[config.mk]
export PLATFORM = sky130hd
export DESIGN_NAME = rob_recovery_ctrl
export DESIGN_NICKNAME = d
export VERILOG_FILES = /design/src/rtl/rob_recovery_ctrl_pkg.sv /design/src/rtl/rob_recovery_ctrl.sv
export SDC_FILE = /design/constraint.sdc
export NUM_CORES = 1
export LEC_CHECK = 0
export BUFFER_PORTS_ARGS = -buffer_cell sky130_fd_sc_hd__buf_2
export CELL_PAD_IN_SITES_DETAIL_PLACEMENT = 1
export CELL_PAD_IN_SITES_GLOBAL_PLACEMENT = 1
export CORE_MARGIN = 4
export CORE_UTILIZATION = 28
export DETAILED_ROUTE_END_ITERATION = 10
export GPL_ROUTABILITY_DRIVEN = 0
export GPL_TIMING_DRIVEN = 1
export PLACE_DENSITY = 0.69
export SKIP_CTS_REPAIR_TIMING = 1
export SKIP_LAST_GASP = 1
export SLEW_MARGIN = 30
export SYNTH_ARGS = -nofsm -noshare
export SYNTH_HDL_FRONTEND = slang
export SYNTH_SLANG_ARGS = --single-unit
[constraint.sdc]
create_clock -name clk -period 2.25 [get_ports clk]
set_input_delay 0.45 -clock clk [delete_from_list [all_inputs] [get_ports clk]]
set_output_delay 0.45 -clock clk [all_outputs]
set_load 0.05 [all_outputs]
[src/rtl/rob_recovery_ctrl_pkg.sv]
// Shared definitions for ROB misprediction recovery: busy-table state encoding
// and default sizing.
package rob_recovery_ctrl_pkg;

  localparam int PRF_WIDTH         = 6;
  localparam int ROB_DEPTH_DEFAULT = 32;

  // Encoding is consumed directly by the rename busy table.
  typedef enum logic [1:0] {
    ROB_IDLE     = 2'd0,
    ROB_ROLLBACK = 2'd1,
    ROB_WALK     = 2'd2
  } rob_state_e;

endpackage

[src/rtl/rob_recovery_ctrl.sv]
// Misprediction recovery sequencer: one ROLLBACK cycle clears the busy table,
// then a two-entries-per-cycle WALK re-marks surviving, incomplete destinations.
module rob_recovery_ctrl
  import rob_recovery_ctrl_pkg::*;
#(
  parameter int ROB_DEPTH = ROB_DEPTH_DEFAULT,
  parameter int ROB_IDX_W = $clog2(ROB_DEPTH)
) (
  input  logic                 clk,
  input  logic                 reset_n,
  input  logic                 flush_valid,
  input  logic [ROB_IDX_W:0]   flush_rob_ptr,
  input  logic [ROB_IDX_W:0]   rob_head_ptr,
  output logic [ROB_IDX_W-1:0] walk_rd_idx0,
  output logic [ROB_IDX_W-1:0] walk_rd_idx1,
  input  logic                 rob_rd0_rd_en,
  input  logic [PRF_WIDTH-1:0] rob_rd0_prd,
  input  logic                 rob_rd0_complete,
  input  logic                 rob_rd1_rd_en,
  input  logic [PRF_WIDTH-1:0] rob_rd1_prd,
  input  logic                 rob_rd1_complete,
  output logic [1:0]           rob_state,
  output logic                 rob_walk0_valid,
  output logic [PRF_WIDTH-1:0] rob_walk0_prd,
  output logic                 rob_walk0_complete,
  output logic                 rob_walk1_valid,
  output logic [PRF_WIDTH-1:0] rob_walk1_prd,
  output logic                 rob_walk1_complete,
  output logic                 recovery_stall,
  output logic                 walk_done
);

  localparam logic [1:0] ST_IDLE     = ROB_IDLE;
  localparam logic [1:0] ST_ROLLBACK = ROB_ROLLBACK;
  localparam logic [1:0] ST_WALK     = ROB_WALK;

  localparam logic [ROB_IDX_W:0] ONE = (ROB_IDX_W+1)'(1);
  localparam logic [ROB_IDX_W:0] TWO = (ROB_IDX_W+1)'(2);

  logic [1:0]         state;
  logic [ROB_IDX_W:0] walk_ptr;
  logic [ROB_IDX_W:0] remaining;
  logic [ROB_IDX_W:0] step;
  logic [ROB_IDX_W:0] walk_ptr_p1;
  logic               in_walk;
  logic               last_walk;

  always_comb begin
    in_walk     = (state == ST_WALK);
    step        = (remaining >= TWO) ? TWO : remaining;
    last_walk   = in_walk && (remaining <= TWO);
    walk_ptr_p1 = walk_ptr + ONE;
  end

  // Remaining carries the wrap bit so a completely full ROB (N = ROB_DEPTH) fits.
  always_ff @(posedge clk) begin
    if (!reset_n) begin
      state     <= ST_IDLE;
      walk_ptr  <= '0;
      remaining <= '0;
    end else if (flush_valid) begin
      // A flush in any state (including a nested one) restarts recovery.
      state     <= ST_ROLLBACK;
      walk_ptr  <= rob_head_ptr;
      remaining <= (flush_rob_ptr - rob_head_ptr) + ONE;
    end else begin
      case (state)
        ST_ROLLBACK: state <= ST_WALK;
        ST_WALK: begin
          walk_ptr  <= walk_ptr + step;
          remaining <= remaining - step;
          if (last_walk) state <= ST_IDLE;
        end
        default: state <= ST_IDLE;
      endcase
    end
  end

  always_comb begin
    rob_state          = state;
    recovery_stall     = (state != ST_IDLE);
    walk_done          = last_walk && !flush_valid;
    walk_rd_idx0       = '0;
    walk_rd_idx1       = '0;
    rob_walk0_valid    = 1'b0;
    rob_walk0_prd      = '0;
    rob_walk0_complete = 1'b0;
    rob_walk1_valid    = 1'b0;
    rob_walk1_prd      = '0;
    rob_walk1_complete = 1'b0;
    if (in_walk) begin
      walk_rd_idx0    = walk_ptr[ROB_IDX_W-1:0];
      walk_rd_idx1    = walk_ptr_p1[ROB_IDX_W-1:0];
      rob_walk0_valid = (remaining >= ONE) && rob_rd0_rd_en;
      rob_walk1_valid = (remaining >= TWO) && rob_rd1_rd_en;
    end
    if (rob_walk0_valid) begin
      rob_walk0_prd      = rob_rd0_prd;
      rob_walk0_complete = rob_rd0_complete;
    end
    if (rob_walk1_valid) begin
      rob_walk1_prd      = rob_rd1_prd;
      rob_walk1_complete = rob_rd1_complete;
    end
  end

endmodule
==> run metrics <==
Ys Warns=0; layout net count=approximately 270; synthesized area per cell=a little under 8 um2; maximum vdd ir drop=0.0001942 V; Slew Limit Fails=0; largest area contributor in the netlist=dfxtp_1; Die H=approximately 75 um; Clock power frac=slightly below 30%; register bit total from synthesis=13; GR Overflow Total=0; WS Path Type=reg2out; Routed WL=roughly 3400 um; share of cells above drive strength 1=37.50%; DRT Pass-1 Iters=4; logic gate share of total power=33.6%; Final setup viols=0; Sw Share=35.12%; die width=approximately 75 um; share of power burned in registers=a little under two fifths; Arrival @ worst endpoint=around 1.7 ns; FF/Latch Area=261.5 um2; DP HPWL=~2800 um; fmax=about 470 MHz; core box area=slightly above 0.004 mm2; commonest non-fill, non-tap cell in the layout=buf_2; hold depth=3; CP max stage delay=0.37 ns; routed wire length per instance=approximately 13 um; r2r startpoint=remaining[3]; Worst-path clk slew=about 0.06 ns; R2R depth=8; Main synth FF type=dfxtp_1; WP data required=~1.8 ns; Critical Path Slowest Stage Cell=dfxtp_1; Internal=about 0.5 mW; vias in the first global route=about 1.2k; CTS sink count=13; fin util=between 30% and 40%; pwr dens=455.1 mW/mm2; placed inst area=approximately 0.0016 mm2; Critical Path Fanout Max=8; DR vias/cell=about 4.8; RSZ-0062 raised after global routing=no; Final Hold Viols=0; Lkg Pwr=roughly 0.90 nW; GRT Resource Usage Total=between 10% and 20%; period utilization=94.70%; Worst R2R End=walk_ptr[4]; Final Skew=roughly 0.0026 ns; 1st-iter DRT viols=22; Initial Util=between 20% and 30%; Hold WC Path Type=in2reg; via count=approximately 1.3k; status=complete, no violations; CP Capture Type=output port; post-layout minimum cycle time=roughly 2.1 ns; Unique masters post-synth=37; htree depth=1; buffers added on ports=60; ant diodes=0; worst-case clock buffer depth=2; row count=23; Setup TNS=0 ns; Post-Syn Area=around 0.0012 mm2; Area Overhead vs Synth=33.43%; Critical Path Source=remaining[4]; first-pass GRT wire length=roughly 5400 um; switching power=between 0.2 and 0.3 mW; fraction of registers with async set/reset=0%; Mapped Cells=approximately 160; multi-input logic area=~930 um2; largest cells by area after synthesis=dfxtp_1, ha_1, and2_1, xnor2_1, nor2_1; Fillers=between 500 and 600; clk_lat worst skew=0.25 ns; drt drc=0; R2R Setup Slk=approximately 0.22 ns; Boundary Pins=just over 60; largest net degree at the start of global routing=21; post-synth top area share=about a fifth; post-synthesis sequential area ratio=a little over a fifth; CTS tree=built; max cap viols=0; post-route cell area=0.001653 mm2; CP Launch Type=flip-flop; Inst Count DP=between 200 and 300; number of flops mapped to enable cells by yosys=0; crit path capture=rob_walk0_complete; most frequent cells in the layout=buf_2, and2_1, ha_1; root buf cell=clkbuf_8; crit path cell chain=nor3_2, nand2_2, o211a_2, and2_2, buf_2; CTS Buf Count=3; Routed Antenna Nets=0; antenna violations before repair=0; Final Non-Filler Cells=roughly 270; die area=about 0.0056 mm2
worst min path at each step:
stage,startpoint,to,slack (ns)
detailed placement,remaining[0],remaining[0],0.52
CTS,rob_head_ptr[3],walk_ptr[3],0.45
global route,rob_head_ptr[3],walk_ptr[3],0.46
floorplan,remaining[0],remaining[0],0.47
global placement,remaining[0],remaining[0],0.50
finish,rob_head_ptr[3],walk_ptr[3],0.45
registers in the layout, summed over array words and instances (netlist names):
signal / flops
remaining: 6
rob_state: 2
walk_ptr: 5
area by class of cell:
cell class / instances / share of cell area (%)
multi-input cells: 127 / 56.55
repair buffers: 61 / 18.62
flip-flops and latches: 13 / 15.82
well taps: 50 / 3.785
clock buffers: 4 / 2.725
inverters: 11 / 2.498
power groups by stage:
stage          registers [mW]  clock network [mW]  logic (mW)
4_1_cts                 0.278               0.226       0.255
3_3_place_gp            0.283                   0       0.247
5_1_grt                 0.283               0.232       0.292
6_report                0.279               0.221       0.253
3_5_place_dp            0.283                   0       0.252
2_1_floorplan           0.281                   0       0.178
routing by layer:
metal  part of all wire [%]  up-vias  wire length, um  GRT usage [%]
met1                     42      578             1447          15.15
met5                      0        -                0              0
li1                       -      643                -              -
met2                     46       49             1575          22.15
met4                    1.8        0               63          5.336
met3                    9.8        5              336          1.622
critical path, delay by kind of cell, from the launching register on:
kind / cells / cell delay [ns]
flip-flops: 1 / 0.37
AO/OA/AOI/OAI: 1 / 0.30
AND/OR/NAND/NOR: 3 / 0.55
buffers and inverters: 1 / 0.21
cells by family after synthesis:
| logic type | share of synthesized area (%) |
|---|---|
| compound gates | 14.14 |
| xor+xnor | 7.778 |
| fa+ha+maj | 18.38 |
| buf+inv | 5.657 |
| flops | 21.01 |
| mux | 2.424 |
| other cells | 0.6063 |
| simple gates | 30.00 |
synthesized netlist by cell type (3+ instances only):
| cell | count |
|---|---|
| and2_1 | 23 |
| ha_1 | 15 |
| dfxtp_1 | 13 |
| nor2_1 | 12 |
| inv_1 | 11 |
| nand2_1 | 11 |
| o21ai_0 | 6 |
| xnor2_1 | 6 |
| a21oi_1 | 5 |
| clkbuf_1 | 5 |
| xor2_1 | 5 |
| nor3_1 | 4 |
| and3_1 | 3 |
| mux2i_1 | 3 |
| nand3_1 | 3 |
through the flow:
step | hold slack [ns] | total power, mW | setup WS, ns
after CTS | 0.4466 | 0.7587 | -0.02559
final | 0.4487 | 0.7522 | 0.1193
after global routing | 0.4633 | 0.8066 | 0.02201
after global placement | 0.4999 | 0.5295 | 0.04054
after floorplan | 0.4722 | 0.4588 | 0.04044
after detailed placement | 0.5159 | 0.5347 | -0.005413
Power figures use the tool's default switching activity.
